$ cat config.mk
export PLATFORM = sky130hd
export DESIGN_NAME = mmio_uart_responder
export DESIGN_NICKNAME = d
export VERILOG_FILES = /design/src/rtl/mmio_uart_responder.sv
export SDC_FILE = /design/constraint.sdc
export NUM_CORES = 1
export LEC_CHECK = 0
export BUFFER_PORTS_ARGS = -buffer_cell sky130_fd_sc_hd__buf_2
export CAP_MARGIN = 0
export CORE_MARGIN = 5
export CORE_UTILIZATION = 40
export DETAILED_ROUTE_END_ITERATION = 10
export SETUP_SLACK_MARGIN = 0.02
export SLEW_MARGIN = 15
export SYNTH_ARGS = -nofsm -noshare
export SYNTH_HDL_FRONTEND = slang
export SYNTH_SLANG_ARGS = --single-unit
$ cat constraint.sdc
create_clock -name clk -period 5.1 [get_ports clk]
set_clock_uncertainty 0.2 [all_clocks]
set_input_delay 0.255 -clock clk [delete_from_list [all_inputs] [get_ports clk]]
set_output_delay 0.255 -clock clk [all_outputs]
set_load 0.01 [all_outputs]
$ cat src/rtl/mmio_uart_responder.sv
// MMIO responder for the CPU I/O window: an 8N1 UART with a transmit FIFO,
// a single-byte receive holding register and a programmable baud divisor.
module mmio_uart_responder #(
   parameter int TX_DEPTH    = 16,
   parameter int DEFAULT_DIV = 868
) (
   input  logic        clk,
   input  logic        rstn,
   input  logic [7:0]  io_addr,
   input  logic [31:0] io_dout,
   output logic [31:0] io_din,
   input  logic        io_we,
   input  logic        io_rd,
   output logic        uart_tx,
   input  logic        uart_rx
);

   localparam int AW          = (TX_DEPTH > 1) ? $clog2(TX_DEPTH) : 1;
   localparam int CW          = AW + 1;
   localparam int SYNC_STAGES = 2;

   localparam logic [7:0] ADDR_TX_DATA  = 8'h00;
   localparam logic [7:0] ADDR_TX_STAT  = 8'h04;
   localparam logic [7:0] ADDR_RX_DATA  = 8'h08;
   localparam logic [7:0] ADDR_RX_STAT  = 8'h0C;
   localparam logic [7:0] ADDR_BAUD_DIV = 8'h10;

   typedef enum logic [1:0] {TX_IDLE, TX_START, TX_DATA, TX_STOP} tx_state_t;
   typedef enum logic [1:0] {RX_IDLE, RX_START, RX_DATA, RX_STOP} rx_state_t;

   logic unused_dout_hi;
   assign unused_dout_hi = ^io_dout[31:16];

   // Access decode
   logic wr_tx, wr_div, rd_txstat, rd_rxdata, rd_rxstat;
   assign wr_tx     = io_we && (io_addr == ADDR_TX_DATA);
   assign wr_div    = io_we && (io_addr == ADDR_BAUD_DIV);
   assign rd_txstat = io_rd && (io_addr == ADDR_TX_STAT);
   assign rd_rxdata = io_rd && (io_addr == ADDR_RX_DATA);
   assign rd_rxstat = io_rd && (io_addr == ADDR_RX_STAT);

   logic [15:0] div_reg;

   always_ff @(posedge clk or negedge rstn) begin
      if (!rstn) begin
         div_reg <= 16'(DEFAULT_DIV);
      end else if (wr_div) begin
         div_reg <= (io_dout[15:0] < 16'd4) ? 16'd4 : io_dout[15:0];
      end
   end

   // ---------------- TX FIFO ----------------
   logic [7:0]    fifo_mem [TX_DEPTH];
   logic [AW-1:0] wr_ptr_reg, rd_ptr_reg;
   logic [CW-1:0] count_reg, count_next;
   logic          pop, push_ok, fifo_empty, fifo_ready;

   assign fifo_empty = (count_reg == '0);
   assign fifo_ready = (count_reg < CW'(TX_DEPTH));
   // A full FIFO still takes a byte when the transmitter frees a slot this cycle
   assign push_ok    = wr_tx && (fifo_ready || pop);

   always_ff @(posedge clk) begin
      if (push_ok) fifo_mem[wr_ptr_reg] <= io_dout[7:0];
   end

   always_comb begin
      count_next = count_reg;
      case ({push_ok, pop})
         2'b10:   count_next = count_reg + CW'(1);
         2'b01:   count_next = count_reg - CW'(1);
         default: count_next = count_reg;
      endcase
   end

   always_ff @(posedge clk or negedge rstn) begin
      if (!rstn) begin
         wr_ptr_reg <= '0;
         rd_ptr_reg <= '0;
         count_reg  <= '0;
      end else begin
         if (push_ok) wr_ptr_reg <= wr_ptr_reg + AW'(1);
         if (pop)     rd_ptr_reg <= rd_ptr_reg + AW'(1);
         count_reg <= count_next;
      end
   end

   // ---------------- TX FSM ----------------
   tx_state_t   tx_state_reg, tx_state_next;
   logic [15:0] tx_timer_reg, tx_timer_next;
   logic [2:0]  tx_bit_reg, tx_bit_next;
   logic [7:0]  tx_shift_reg, tx_shift_next;
   logic        tx_out_reg, tx_out_next;
   logic        tx_bit_end;

   assign tx_bit_end = (tx_timer_reg == 16'd0);

   always_comb begin
      tx_state_next = tx_state_reg;
      tx_timer_next = tx_timer_reg;
      tx_bit_next   = tx_bit_reg;
      tx_shift_next = tx_shift_reg;
      tx_out_next   = tx_out_reg;
      pop           = 1'b0;
      case (tx_state_reg)
         TX_IDLE: begin
            tx_out_next = 1'b1;
            if (!fifo_empty) begin
               pop           = 1'b1;
               tx_shift_next = fifo_mem[rd_ptr_reg];
               tx_timer_next = div_reg - 16'd1;
               tx_state_next = TX_START;
               tx_out_next   = 1'b0;
            end
         end
         TX_START: begin
            if (tx_bit_end) begin
               tx_state_next = TX_DATA;
               tx_timer_next = div_reg - 16'd1;
               tx_bit_next   = 3'd0;
               tx_out_next   = tx_shift_reg[0];
            end else begin
               tx_timer_next = tx_timer_reg - 16'd1;
            end
         end
         TX_DATA: begin
            if (tx_bit_end) begin
               tx_timer_next = div_reg - 16'd1;
               if (tx_bit_reg == 3'd7) begin
                  tx_state_next = TX_STOP;
                  tx_out_next   = 1'b1;
               end else begin
                  tx_bit_next   = tx_bit_reg + 3'd1;
                  tx_shift_next = {1'b0, tx_shift_reg[7:1]};
                  tx_out_next   = tx_shift_reg[1];
               end
            end else begin
               tx_timer_next = tx_timer_reg - 16'd1;
            end
         end
         TX_STOP: begin
            if (tx_bit_end) begin
               // Chain straight into the next start bit when more data waits
               if (!fifo_empty) begin
                  pop           = 1'b1;
                  tx_shift_next = fifo_mem[rd_ptr_reg];
                  tx_timer_next = div_reg - 16'd1;
                  tx_state_next = TX_START;
                  tx_out_next   = 1'b0;
               end else begin
                  tx_state_next = TX_IDLE;
                  tx_out_next   = 1'b1;
               end
            end else begin
               tx_timer_next = tx_timer_reg - 16'd1;
            end
         end
         default: tx_state_next = TX_IDLE;
      endcase
   end

   always_ff @(posedge clk or negedge rstn) begin
      if (!rstn) begin
         tx_state_reg <= TX_IDLE;
         tx_timer_reg <= '0;
         tx_bit_reg   <= '0;
         tx_shift_reg <= '0;
         tx_out_reg   <= 1'b1;
      end else begin
         tx_state_reg <= tx_state_next;
         tx_timer_reg <= tx_timer_next;
         tx_bit_reg   <= tx_bit_next;
         tx_shift_reg <= tx_shift_next;
         tx_out_reg   <= tx_out_next;
      end
   end

   assign uart_tx = tx_out_reg;

   // ---------------- RX synchronizer ----------------
   logic [SYNC_STAGES-1:0] rx_sync_reg;
   logic                   rx_s;

   genvar gi;
   generate
      for (gi = 0; gi < SYNC_STAGES; gi++) begin : g_sync
         if (gi == 0) begin : g_first
            always_ff @(posedge clk or negedge rstn) begin
               if (!rstn) rx_sync_reg[gi] <= 1'b1;
               else       rx_sync_reg[gi] <= uart_rx;
            end
         end else begin : g_rest
            always_ff @(posedge clk or negedge rstn) begin
               if (!rstn) rx_sync_reg[gi] <= 1'b1;
               else       rx_sync_reg[gi] <= rx_sync_reg[gi-1];
            end
         end
      end
   endgenerate

   assign rx_s = rx_sync_reg[SYNC_STAGES-1];

   // ---------------- RX FSM ----------------
   rx_state_t   rx_state_reg, rx_state_next;
   logic [15:0] rx_timer_reg, rx_timer_next;
   logic [2:0]  rx_bit_reg, rx_bit_next;
   logic [7:0]  rx_shift_reg, rx_shift_next;
   logic        rx_load, rx_frame_err, rx_sample;

   assign rx_sample = (rx_timer_reg == 16'd0);

   always_comb begin
      rx_state_next = rx_state_reg;
      rx_timer_next = rx_timer_reg;
      rx_bit_next   = rx_bit_reg;
      rx_shift_next = rx_shift_reg;
      rx_load       = 1'b0;
      rx_frame_err  = 1'b0;
      case (rx_state_reg)
         RX_IDLE: begin
            if (!rx_s) begin
               rx_state_next = RX_START;
               rx_timer_next = (div_reg >> 1) - 16'd1;
            end
         end
         RX_START: begin
            if (rx_sample) begin
               rx_state_next = rx_s ? RX_IDLE : RX_DATA;
               rx_timer_next = div_reg - 16'd1;
               rx_bit_next   = 3'd0;
            end else begin
               rx_timer_next = rx_timer_reg - 16'd1;
            end
         end
         RX_DATA: begin
            if (rx_sample) begin
               rx_shift_next = {rx_s, rx_shift_reg[7:1]};
               rx_timer_next = div_reg - 16'd1;
               if (rx_bit_reg == 3'd7) rx_state_next = RX_STOP;
               else                    rx_bit_next   = rx_bit_reg + 3'd1;
            end else begin
               rx_timer_next = rx_timer_reg - 16'd1;
            end
         end
         RX_STOP: begin
            if (rx_sample) begin
               rx_state_next = RX_IDLE;
               rx_load       = rx_s;
               rx_frame_err  = !rx_s;
            end else begin
               rx_timer_next = rx_timer_reg - 16'd1;
            end
         end
         default: rx_state_next = RX_IDLE;
      endcase
   end

   // ---------------- Status flags ----------------
   logic [7:0] rx_byte_reg;
   logic       rx_valid_reg, rx_ovr_reg, rx_ferr_reg, tx_ovf_reg;
   logic       rx_valid_next, rx_ovr_next, rx_ferr_next, tx_ovf_next;

   // Set wins over a same-cycle clearing read; a byte landing during an
   // RX_DATA read replaces the one being read without counting as overrun.
   always_comb begin
      rx_valid_next = rx_load | (rx_valid_reg & ~rd_rxdata);
      rx_ovr_next   = (rx_load & rx_valid_reg & ~rd_rxdata) | (rx_ovr_reg & ~rd_rxstat);
      rx_ferr_next  = rx_frame_err | (rx_ferr_reg & ~rd_rxstat);
      tx_ovf_next   = (wr_tx & ~push_ok) | (tx_ovf_reg & ~rd_txstat);
   end

   always_ff @(posedge clk or negedge rstn) begin
      if (!rstn) begin
         rx_state_reg <= RX_IDLE;
         rx_timer_reg <= '0;
         rx_bit_reg   <= '0;
         rx_shift_reg <= '0;
         rx_byte_reg  <= '0;
         rx_valid_reg <= 1'b0;
         rx_ovr_reg   <= 1'b0;
         rx_ferr_reg  <= 1'b0;
         tx_ovf_reg   <= 1'b0;
      end else begin
         rx_state_reg <= rx_state_next;
         rx_timer_reg <= rx_timer_next;
         rx_bit_reg   <= rx_bit_next;
         rx_shift_reg <= rx_shift_next;
         if (rx_load) rx_byte_reg <= rx_shift_reg;
         rx_valid_reg <= rx_valid_next;
         rx_ovr_reg   <= rx_ovr_next;
         rx_ferr_reg  <= rx_ferr_next;
         tx_ovf_reg   <= tx_ovf_next;
      end
   end

   // ---------------- Read mux ----------------
   logic tx_busy;
   assign tx_busy = (tx_state_reg != TX_IDLE) || !fifo_empty;

   always_comb begin
      io_din = 32'h0;
      case (io_addr)
         ADDR_TX_STAT:  io_din = {22'h0, 6'(count_reg), 1'b0, tx_ovf_reg, tx_busy, fifo_ready};
         ADDR_RX_DATA:  io_din = {24'h0, rx_byte_reg};
         ADDR_RX_STAT:  io_din = {29'h0, rx_ferr_reg, rx_ovr_reg, rx_valid_reg};
         ADDR_BAUD_DIV: io_din = {16'h0, div_reg};
         default:       io_din = 32'h0;
      endcase
   end

endmodule

==> parameters.txt, run 1 <==
Parameter                              Value

Clock tree
  H-tree level count ... 1
  Buffer levels on the longest clock path ... 3
  Clock sink total ... 230
  CTS buffer count ... 26
  Worst-Skew Late Latency ... 0.54 ns
  Clock-pin slew reported for the worst setup and hold paths after clock tree synthesis ... 0.06 ns
  Clock tree from TritonCTS ... done
  Number of buffers added for setup after CTS ... 0
  Cell chosen for the clock root ... clkbuf_16

Power
  Clk network pwr share ... 24.3%
  Relative contribution of sequential cells to total power ... 36.3%
  Leakage power summed over all cells ... 5.30 nW
  Maximum VDD drop ... 0.302 mV
  Switch share ... 38.3%
  Power density normalized to cell area ... 525 nW/um^2
  Combinational group share of total power ... 39.4%
  Internal ... 4.39 mW
  Switch Pwr ... 2.72 mW

Floorplan
  Initial standard-cell utilization of the core ... 40.7%
  Number of cell rows ... 63
  Die area ... 33800 um^2
  Die boundary height ... 184 um
  Top-level I/O count ... 78
  Die span in x ... 184 um
  Core region area ... 29700 um^2

Worst setup path
  Critical Path Source ... tx_timer_reg[0]$_DFF_PN0_
  Reg-to-reg slack, setup ... 1.10 ns
  Signal arrival time at the worst endpoint ... 4.26 ns
  Endpoint required time on the critical path ... 5.36 ns
  Most numerous cell on the critical path ... ha_1
  Worst setup endpoint ... count_reg[4]$_DFFE_PN0P_
  Critical Path Start Type ... register
  Crit-path max FO ... 22
  Delay of the slowest cell on the worst path ... 0.42 ns
  Slowest cell on the critical path ... nor3b_1
  Path type of the worst setup path ... register to register
  Cells along the critical path ... inv_1 > ha_1 > nor3b_1 > nand3_1 > buf_4 > o31a_1 > nor2_2 > inv_1 > ha_1 > ha_1 > nor2b_1 > o21ai_0 > a21oi_1 > nor3_1 > xnor2_1
  Reg-to-reg endpoint ... count_reg[4]$_DFFE_PN0P_
  Kind of capture point of the worst setup path ... register
  R2R cell count ... 15
  Startpoint of the lowest-slack register-to-register path ... tx_timer_reg[0]$_DFF_PN0_

Global route
  Vias in the first global route ... 8320
  Initial antenna violation count ... 0
  Wire length of the first global-routing pass ... 48100 um
  Congestion Overflow GR ... 0
  All-Layer GR Usage ... 17.8%
  Largest net degree at the start of global routing ... 77

Synth
  Area of the mapped netlist ... 12100 um^2
  EDFF count, synth ... 128
  Cell count after synthesis ... 991
  Number of synthesis warnings ... 0
  Dominant combinational cell family by area after synthesis ... simple AND/OR/NAND/NOR gates
  Dominant register cell in the synthesized netlist ... edfxtp_1
  Count of different cell masters after synthesis ... 85
  Area share of fa/ha/maj cells after synthesis ... 3.06%
  Simple logic cell fraction of the synthesized area ... 12.6%
  Complex-gate fraction of the synthesized area ... 11.9%
  Mean Syn Cell Area ... 12.2 um^2
  Multiplexer area fraction after synthesis ... 11.5%
  Fraction of registers with async set/reset ... 44.3%
  Xor/xnor share of the synthesized area ... 3.48%
  Fraction of the yosys area taken by sequential cells ... 53.0%
  Post-synthesis register bit count ... 230

Route
  Pre-antenna DRT Iters ... 5
  Number of remaining DRC errors ... 0
  Overall routed net length ... 30100 um
  Total via count in the routed design ... 8342
  Residual antenna-violating net count after detailed routing ... 0
  Via/cell ratio ... 5.77
  Drt first-iter violations ... 738
  Routed length per placed instance ... 20.8 um

Layout
  Layout cells sized above 1 ... 18.1%
  Post-Layout Inst Area ... 13600 um^2
  Total inserted antenna cells ... 0
  Syn-to-layout area delta ... 12.1%
  Register containing the most flip-flops in the final layout ... fifo_mem
  Net count, final ... 1112
  Filler cell count ... 2680
  Number of flip-flops in the largest register ... 128

Place
  Final RePlAce weighted congestion ... 0.867
  Count of port buffers added during placement ... 45
  DP Area ... 12600 um^2
  HPWL after detailed placement ... 20300 um

STA
  Final min period ... 4.00 ns
  Final critical-path share of the clock period ... 78.5%
  Max_slew headroom ... 33.1%
  Total negative slack ... 0 ns
  Count of final hold-check violations ... 0
  Final setup vio count ... 0
  Final-report max-slew violation count ... 0
  RSZ-0062 raised after global routing ... false
  Pin slew with the least headroom to its limit ... 1.00 ns
  Top achievable clock speed ... 250 MHz

Job
  Count of max-cap constraint violations ... 0

Hold path
  Min-delay worst type ... input port to register

Status
  Outcome ... finished, final reports clean
[stage by stage]
stage	total power, mW	util (%)	hold slack (ns)	instances	setup WS [ns]
4_1_cts	7.16	45.6	0.0211	1447	1.14
5_1_grt	7.59	45.6	0.0472	1447	0.829
2_1_floorplan	4.66	-	-0.241	1006	1.76
3_5_place_dp	5.40	42.3	0.152	1381	1.16
6_report	7.12	45.6	0.0364	1447	1.10
3_3_place_gp	5.37	42.3	0.146	1381	1.24
[worst min-delay path by stage]
stage,start,to,slack [ns],cells after the start
after floorplan,rstn,asynchronous set/reset pin,-0.24,0
after global placement,rx_sync_reg[0]$_DFF_PN1_,rx_s$_DFF_PN1_,0.15,0
after detailed placement,rx_sync_reg[0]$_DFF_PN1_,rx_s$_DFF_PN1_,0.15,0
after CTS,io_addr[2],rx_ovr_reg$_DFF_PN0_,0.02,5
after global routing,io_we,wr_ptr_reg[3]$_DFFE_PN0P_,0.05,4
final,io_we,wr_ptr_reg[3]$_DFFE_PN0P_,0.04,4
[power by group through the flow]
stage / Sequential, mW / Clock, mW / Combinational, mW
2_1_floorplan: 2.41 / 0 / 2.26
3_3_place_gp: 2.61 / 0 / 2.76
3_5_place_dp: 2.62 / 0 / 2.78
4_1_cts: 2.59 / 1.77 / 2.80
5_1_grt: 2.63 / 1.85 / 3.11
6_report: 2.58 / 1.73 / 2.80
[worst max-delay path, delay by kind of cell, from the launching register on]
kind | cells | cell delay, ns
adder cells (fa/ha/maj) | 3 | 0.81
AND/OR/NAND/NOR | 5 | 1.30
flip-flops | 1 | 0.40
XOR/XNOR | 1 | 0.14
AO/OA/AOI/OAI | 3 | 0.65
buffers and inverters | 3 | 0.43
[Yosys cell counts, drive strengths merged, types with 7 or more instances]
cell | number | share of area [%]
a222oi | 8 | 0.66
nor4 | 23 | 1.4
a22oi | 10 | 0.62
nand4 | 18 | 0.98
clkbuf | 30 | 0.93
dfstp | 8 | 1.7
mux4 | 34 | 6.3
and3 | 19 | 0.98
o22ai | 10 | 0.52
a211oi | 8 | 0.50
o21ai | 37 | 1.6
edfxtp | 128 | 32
a22o | 15 | 1.1
a21oi | 32 | 1.4
dfrtp | 94 | 19
xnor2 | 32 | 2.3
nor3 | 23 | 0.99
nand3 | 23 | 0.99
xor2 | 16 | 1.2
nor2b | 8 | 0.41
buf | 41 | 2.2
and4 | 7 | 0.51
ha | 28 | 2.9
o211ai | 8 | 0.50
nand2 | 54 | 1.7
nor2 | 48 | 1.5
mux2i | 23 | 1.9
mux2 | 35 | 3.3
or4 | 7 | 0.50
a31oi | 14 | 0.78
and2 | 13 | 0.67
inv | 44 | 1.4
[area by class of cell]
type | count | area (um^2) | area share (%)
timing repair buffer | 75 | 504 | 3.72
inverter | 45 | 169 | 1.25
sequential | 230 | 6410 | 47.2
multi-input combinational | 660 | 5200 | 38.3
clock inverter | 14 | 88.8 | 0.655
clock buffer | 33 | 707 | 5.21
tap | 390 | 488 | 3.60
[logic make-up after synthesis]
group,Yosys count
AO/OA/AOI/OAI,201
XOR/XNOR,48
adder cells (fa/ha/maj),29
buffers and inverters,116
flip-flops,230
multiplexers,92
other,1
AND/OR/NAND/NOR,274
[placed cells by master, fill, tap and decap left out, drive strengths merged, types with 15 or more instances in the layout]
master       netlist  final
a21oi             32     32
a22o              15     15
and3              19     19
buf               41     56
clkbuf            30     33
clkinv             1     15
conb               1     16
dfrtp             94     94
dlygate4sd3        0     19
edfxtp           128    128
ha                28     28
inv               44     44
mux2              35     35
mux2i             23     23
mux4              34     34
nand2             54     54
nand3             23     23
nand4             18     18
nor2              48     48
nor3              23     23
nor4              23     23
o21ai             37     37
xnor2             32     32
xor2              16     16
[timing repair]
action                                 CTS  global route
setup endpoints to repair                0             0
gates resized for setup                  0             0
hold buffers                            19             0
endpoints found under the hold margin  212             0
[routing by layer]
layer	vias up	share of wire [%]	track usage, %
li1	3881	-	-
met1	4189	43	24.9
met2	222	49	29.6
met3	50	4.2	1.96
met4	0	3.0	4.88
met5	-	0	0
No activity file was read; power rests on OpenSTA's default activity.
==> inputs of run 2 (changes only) <==
--- a/config.mk
+++ b/config.mk
@@ -5,6 +5,7 @@
 export SDC_FILE = /design/constraint.sdc
 export NUM_CORES = 1
 export LEC_CHECK = 0
+export ABC_AREA = 1
 export BUFFER_PORTS_ARGS = -buffer_cell sky130_fd_sc_hd__buf_2
 export CAP_MARGIN = 0
 export CORE_MARGIN = 5
==> constraint.sdc (replaced) <==
create_clock -name clk -period 4.2 [get_ports clk]
set_clock_uncertainty 0.2 [all_clocks]
set_input_delay 0.21 -clock clk [delete_from_list [all_inputs] [get_ports clk]]
set_output_delay 0.21 -clock clk [all_outputs]
set_load 0.01 [all_outputs]
==> run 2 against run 1 <==
Net effect:
- setup slack got worse by 0.53 ns
- clock power increased by 27%
- register-to-register slack worse by 0.53 ns
- wire length up 6.1%
- sequential power is essentially flat
- combinational power shrank 82%
- via count increased by 18%
- cell count increased by 31%
- synthesized cell count rose by 44%
- hold slack lost 0.032 ns
- cell area rose by 2.2%
- highest routed layer unchanged
==> parameters.txt, run 2 <==
Parameter                              Value

Synth
  Cell count after synthesis ... 1425 (was 991)
  Fraction of registers with async set/reset ... 44.3% (unchanged)
  Number of synthesis warnings ... 0 (unchanged)
  Post-synthesis register bit count ... 230 (unchanged)
  Top cells by area in the synthesized netlist ... edfxtp_1 31%, dfrtp_1 19%, nand2_1 10% (was edfxtp_1 32%, dfrtp_1 19%, mux4_2 6.3%)
  Count leader, synth ... nand2_1 (was edfxtp_1)
  Dominant register cell in the synthesized netlist ... edfxtp_1 (unchanged)
  Area of the mapped netlist ... 12300 um^2 (was 12100 um^2)
  Count of different cell masters after synthesis ... 49 (was 85)
  Largest area contributor in the synthesized netlist ... edfxtp_1 (unchanged)
  Share of the synthesized area in the top cell type ... 31.3% (was 31.8%)
  Fraction of the yosys area taken by sequential cells ... 52.2% (was 53.0%)
  Mean Syn Cell Area ... 8.61 um^2 (was 12.2 um^2)
  EDFF count, synth ... 128 (unchanged)
  Top post-synthesis cells by count ... 340 x nand2_1, 183 x nor2_1, 166 x o21ai_0 (was 128 x edfxtp_1, 94 x dfrtp_1, 54 x nand2_1)

Worst setup path
  Path type of the worst setup path ... register to register (unchanged)
  R2R cell count ... 19 (was 15)
  Slowest cell on the critical path ... ha_1 (was nor3b_1)
  Kind of capture point of the worst setup path ... register (unchanged)
  Delay of the slowest cell on the worst path ... 0.59 ns (was 0.42 ns)
  Reg-to-reg endpoint ... count_reg[4]$_DFFE_PN0P_ (unchanged)
  Startpoint of the lowest-slack register-to-register path ... tx_state_reg[0]$_DFFE_PN0P_ (was tx_timer_reg[0]$_DFF_PN0_)
  Critical Path Start Type ... register (unchanged)
  Crit-path max FO ... 14 (was 22)
  Reg-to-reg slack, setup ... 0.57 ns (was 1.10 ns)
  Signal arrival time at the worst endpoint ... 3.89 ns (was 4.26 ns)
  Cells along the critical path ... inv_1 > ha_1 > inv_1 > nand2_1 > inv_1 > nand2_4 > nand2_1 > nand2_1 > ha_1 > inv_1 > fa_1 > inv_1 > a21oi_1 > nor2_1 > nor2_1 > nand2_1 > nand2_1 > nor2_1 > xor2_1 (was inv_1 > ha_1 > nor3b_1 > nand3_1 > buf_4 > o31a_1 > nor2_2 > inv_1 > ha_1 > ha_1 > nor2b_1 > o21ai_0 > a21oi_1 > nor3_1 > xnor2_1)
  Endpoint required time on the critical path ... 4.46 ns (was 5.36 ns)

Route
  Routed length per placed instance ... 16.8 um (was 20.8 um)
  Overall routed net length ... 31900 um (was 30100 um)
  Number of remaining DRC errors ... 0 (unchanged)
  Total via count in the routed design ... 9885 (was 8342)
  Via/cell ratio ... 5.21 (was 5.77)
  Drt first-iter violations ... 674 (was 738)
  Residual antenna-violating net count after detailed routing ... 0 (unchanged)
  Pre-antenna DRT Iters ... 5 (unchanged)

Floorplan
  Number of cell rows ... 64 (was 63)
  Die boundary height ... 185 um (was 184 um)
  Top-level I/O count ... 78 (unchanged)
  Die span in x ... 185 um (was 184 um)
  Initial standard-cell utilization of the core ... 40.3% (was 40.7%)
  Core region area ... 30400 um^2 (was 29700 um^2)
  Die area ... 34300 um^2 (was 33800 um^2)

Clock tree
  Clock sink total ... 230 (unchanged)
  Clock-pin slew reported for the worst setup and hold paths after clock tree synthesis ... 0.06 ns (about the same)
  Buffer levels on the longest clock path ... 3 (unchanged)
  PostCTS Resize Cnt ... 0 (unchanged)
  H-tree level count ... 1 (unchanged)
  CTS buffer count ... 26 (unchanged)
  Clock tree from TritonCTS ... done (unchanged)
  Worst-Skew Late Latency ... 0.54 ns (about the same)
  Cell chosen for the clock root ... clkbuf_16 (unchanged)

STA
  Top achievable clock speed ... 275 MHz (was 250 MHz)
  Pin slew with the least headroom to its limit ... 0.885 ns (was 1.00 ns)
  Final setup vio count ... 0 (unchanged)
  Final min period ... 3.63 ns (was 4.00 ns)
  Total negative slack ... 0 ns (unchanged)
  RSZ-0062 raised after global routing ... false (unchanged)
  Count of final hold-check violations ... 0 (unchanged)
  Final critical-path share of the clock period ... 86.5% (was 78.5%)
  Max_slew headroom ... 41.0% (was 33.1%)
  Final-report max-slew violation count ... 0 (unchanged)
  Post-route worst setup slack ... 0.568 ns (was 1.10 ns)

Global route
  Initial antenna violation count ... 0 (unchanged)
  All-Layer GR Usage ... 18.9% (was 17.8%)
  Congestion Overflow GR ... 0 (unchanged)
  Wire length of the first global-routing pass ... 52400 um (was 48100 um)
  Largest net degree at the start of global routing ... 66 (was 77)
  Vias in the first global route ... 9833 (was 8320)

Hold path
  Min-delay worst type ... input port to asynchronous set/reset pin (was input port to register)

Layout
  Post-Layout Inst Area ... 13900 um^2 (was 13600 um^2)
  Net count, final ... 1557 (was 1112)
  Register containing the most flip-flops in the final layout ... fifo_mem (unchanged)
  Total inserted antenna cells ... 0 (unchanged)
  Filler cell count ... 2948 (was 2680)
  Fin util ... 45.6% (about the same)
  Most common library cell in the layout ignoring fill and taps ... nand2_1 (was edfxtp_1)
  Most frequent cells in the layout ... 340 x nand2_1, 183 x nor2_1, 166 x o21ai_0 (was 128 x edfxtp_1, 93 x dfrtp_1, 54 x nand2_1)
  Syn-to-layout area delta ... 13.0% (was 12.1%)
  Number of flip-flops in the largest register ... 128 (unchanged)
  Layout cells sized above 1 ... 9.71% (was 18.1%)

Power
  Post-layout power ... 5.26 mW (was 7.12 mW)
  Power density normalized to cell area ... 380 nW/um^2 (was 525 nW/um^2)
  Maximum VDD drop ... 0.350 mV (was 0.302 mV)
  Leakage power summed over all cells ... 5.96 nW (was 5.30 nW)

Place
  DP Area ... 12800 um^2 (was 12600 um^2)
  Count of port buffers added during placement ... 45 (unchanged)
  Worst setup timing slack at the placement stage ... 0.601 ns (was 1.16 ns)
  Final RePlAce weighted congestion ... 0.898 (was 0.867)
  HPWL after detailed placement ... 21900 um (was 20300 um)

Status
  Outcome ... finished, final reports clean (unchanged)

Job
  Count of max-cap constraint violations ... 0 (unchanged)
## run 2: kinds of logic after synthesis
kind of cell | share of synthesized area, %
flip-flops | 52.2
buffers and inverters | 6.85
adder cells (fa/ha/maj) | 3.02
XOR/XNOR | 2.50
AND/OR/NAND/NOR | 22.5
other | 0.0306
AO/OA/AOI/OAI | 12.9
## run 2: how the worst max path moves through the flow
stage,startpoint,to,slack [ns],depth (start not counted)
6_report,tx_state_reg[0]$_DFFE_PN0P_,count_reg[4]$_DFFE_PN0P_,0.57,19
5_1_grt,tx_state_reg[0]$_DFFE_PN0P_,count_reg[4]$_DFFE_PN0P_,0.21,19
4_1_cts,tx_state_reg[0]$_DFFE_PN0P_,count_reg[4]$_DFFE_PN0P_,0.58,19
3_5_place_dp,tx_state_reg[0]$_DFFE_PN0P_,count_reg[4]$_DFFE_PN0P_,0.60,19
3_3_place_gp,tx_state_reg[0]$_DFFE_PN0P_,count_reg[4]$_DFFE_PN0P_,0.71,19
2_1_floorplan,tx_timer_reg[0]$_DFF_PN0_,count_reg[4]$_DFFE_PN0P_,1.25,20
## run 2: timing repair
item / in CTS / in global routing
hold endpoints to repair: 185 / 0
setup buffers: 0 / 0
hold buffers: 23 / 0
## run 2: cell type report
class | instances | area [um^2] | area share, %
multi-input combinational | 1008 | 5070 | 36.6
clock inverter | 13 | 126 | 0.912
tap | 396 | 495 | 3.57
inverter | 139 | 522 | 3.76
sequential | 230 | 6410 | 46.2
clock buffer | 35 | 704 | 5.08
timing repair buffer | 78 | 533 | 3.84
## run 2: power breakdown
group / total (mW) / switching, mW / internal [mW]
clock network: 2.20 / 0.944 / 1.25
logic: 0.509 / 0.338 / 0.171
registers: 2.56 / 0.0870 / 2.47
## run 2: stage by stage
| stage | hold slack, ns | cells |
|---|---|---|
| CTS | 0.0202 | 1899 |
| finish | 0.00478 | 1899 |
| global route | 0.0574 | 1899 |
| global placement | 0.0463 | 1828 |
| detailed placement | 0.0442 | 1828 |
| floorplan | -0.286 | 1440 |
## run 2: metal layers
metal / vias to the layer above / part of all wire [%] / track usage (%)
li1: 4861 / - / -
met4: 0 / 2.1 / 4.49
met1: 4709 / 46 / 26.9
met2: 268 / 46 / 30.8
met5: - / 0 / 0
met3: 47 / 5.9 / 2.81
## run 2: worst max-delay path, delay by kind of cell (launching register included)
kind,cells,cell delay (ns)
buffers and inverters,5,0.57
adders and majority gates,3,1.23
AOI/OAI and AO/OA,1,0.08
DFF,1,0.43
and+or+nand+nor,9,0.86
xor gates and xnor gates,1,0.15
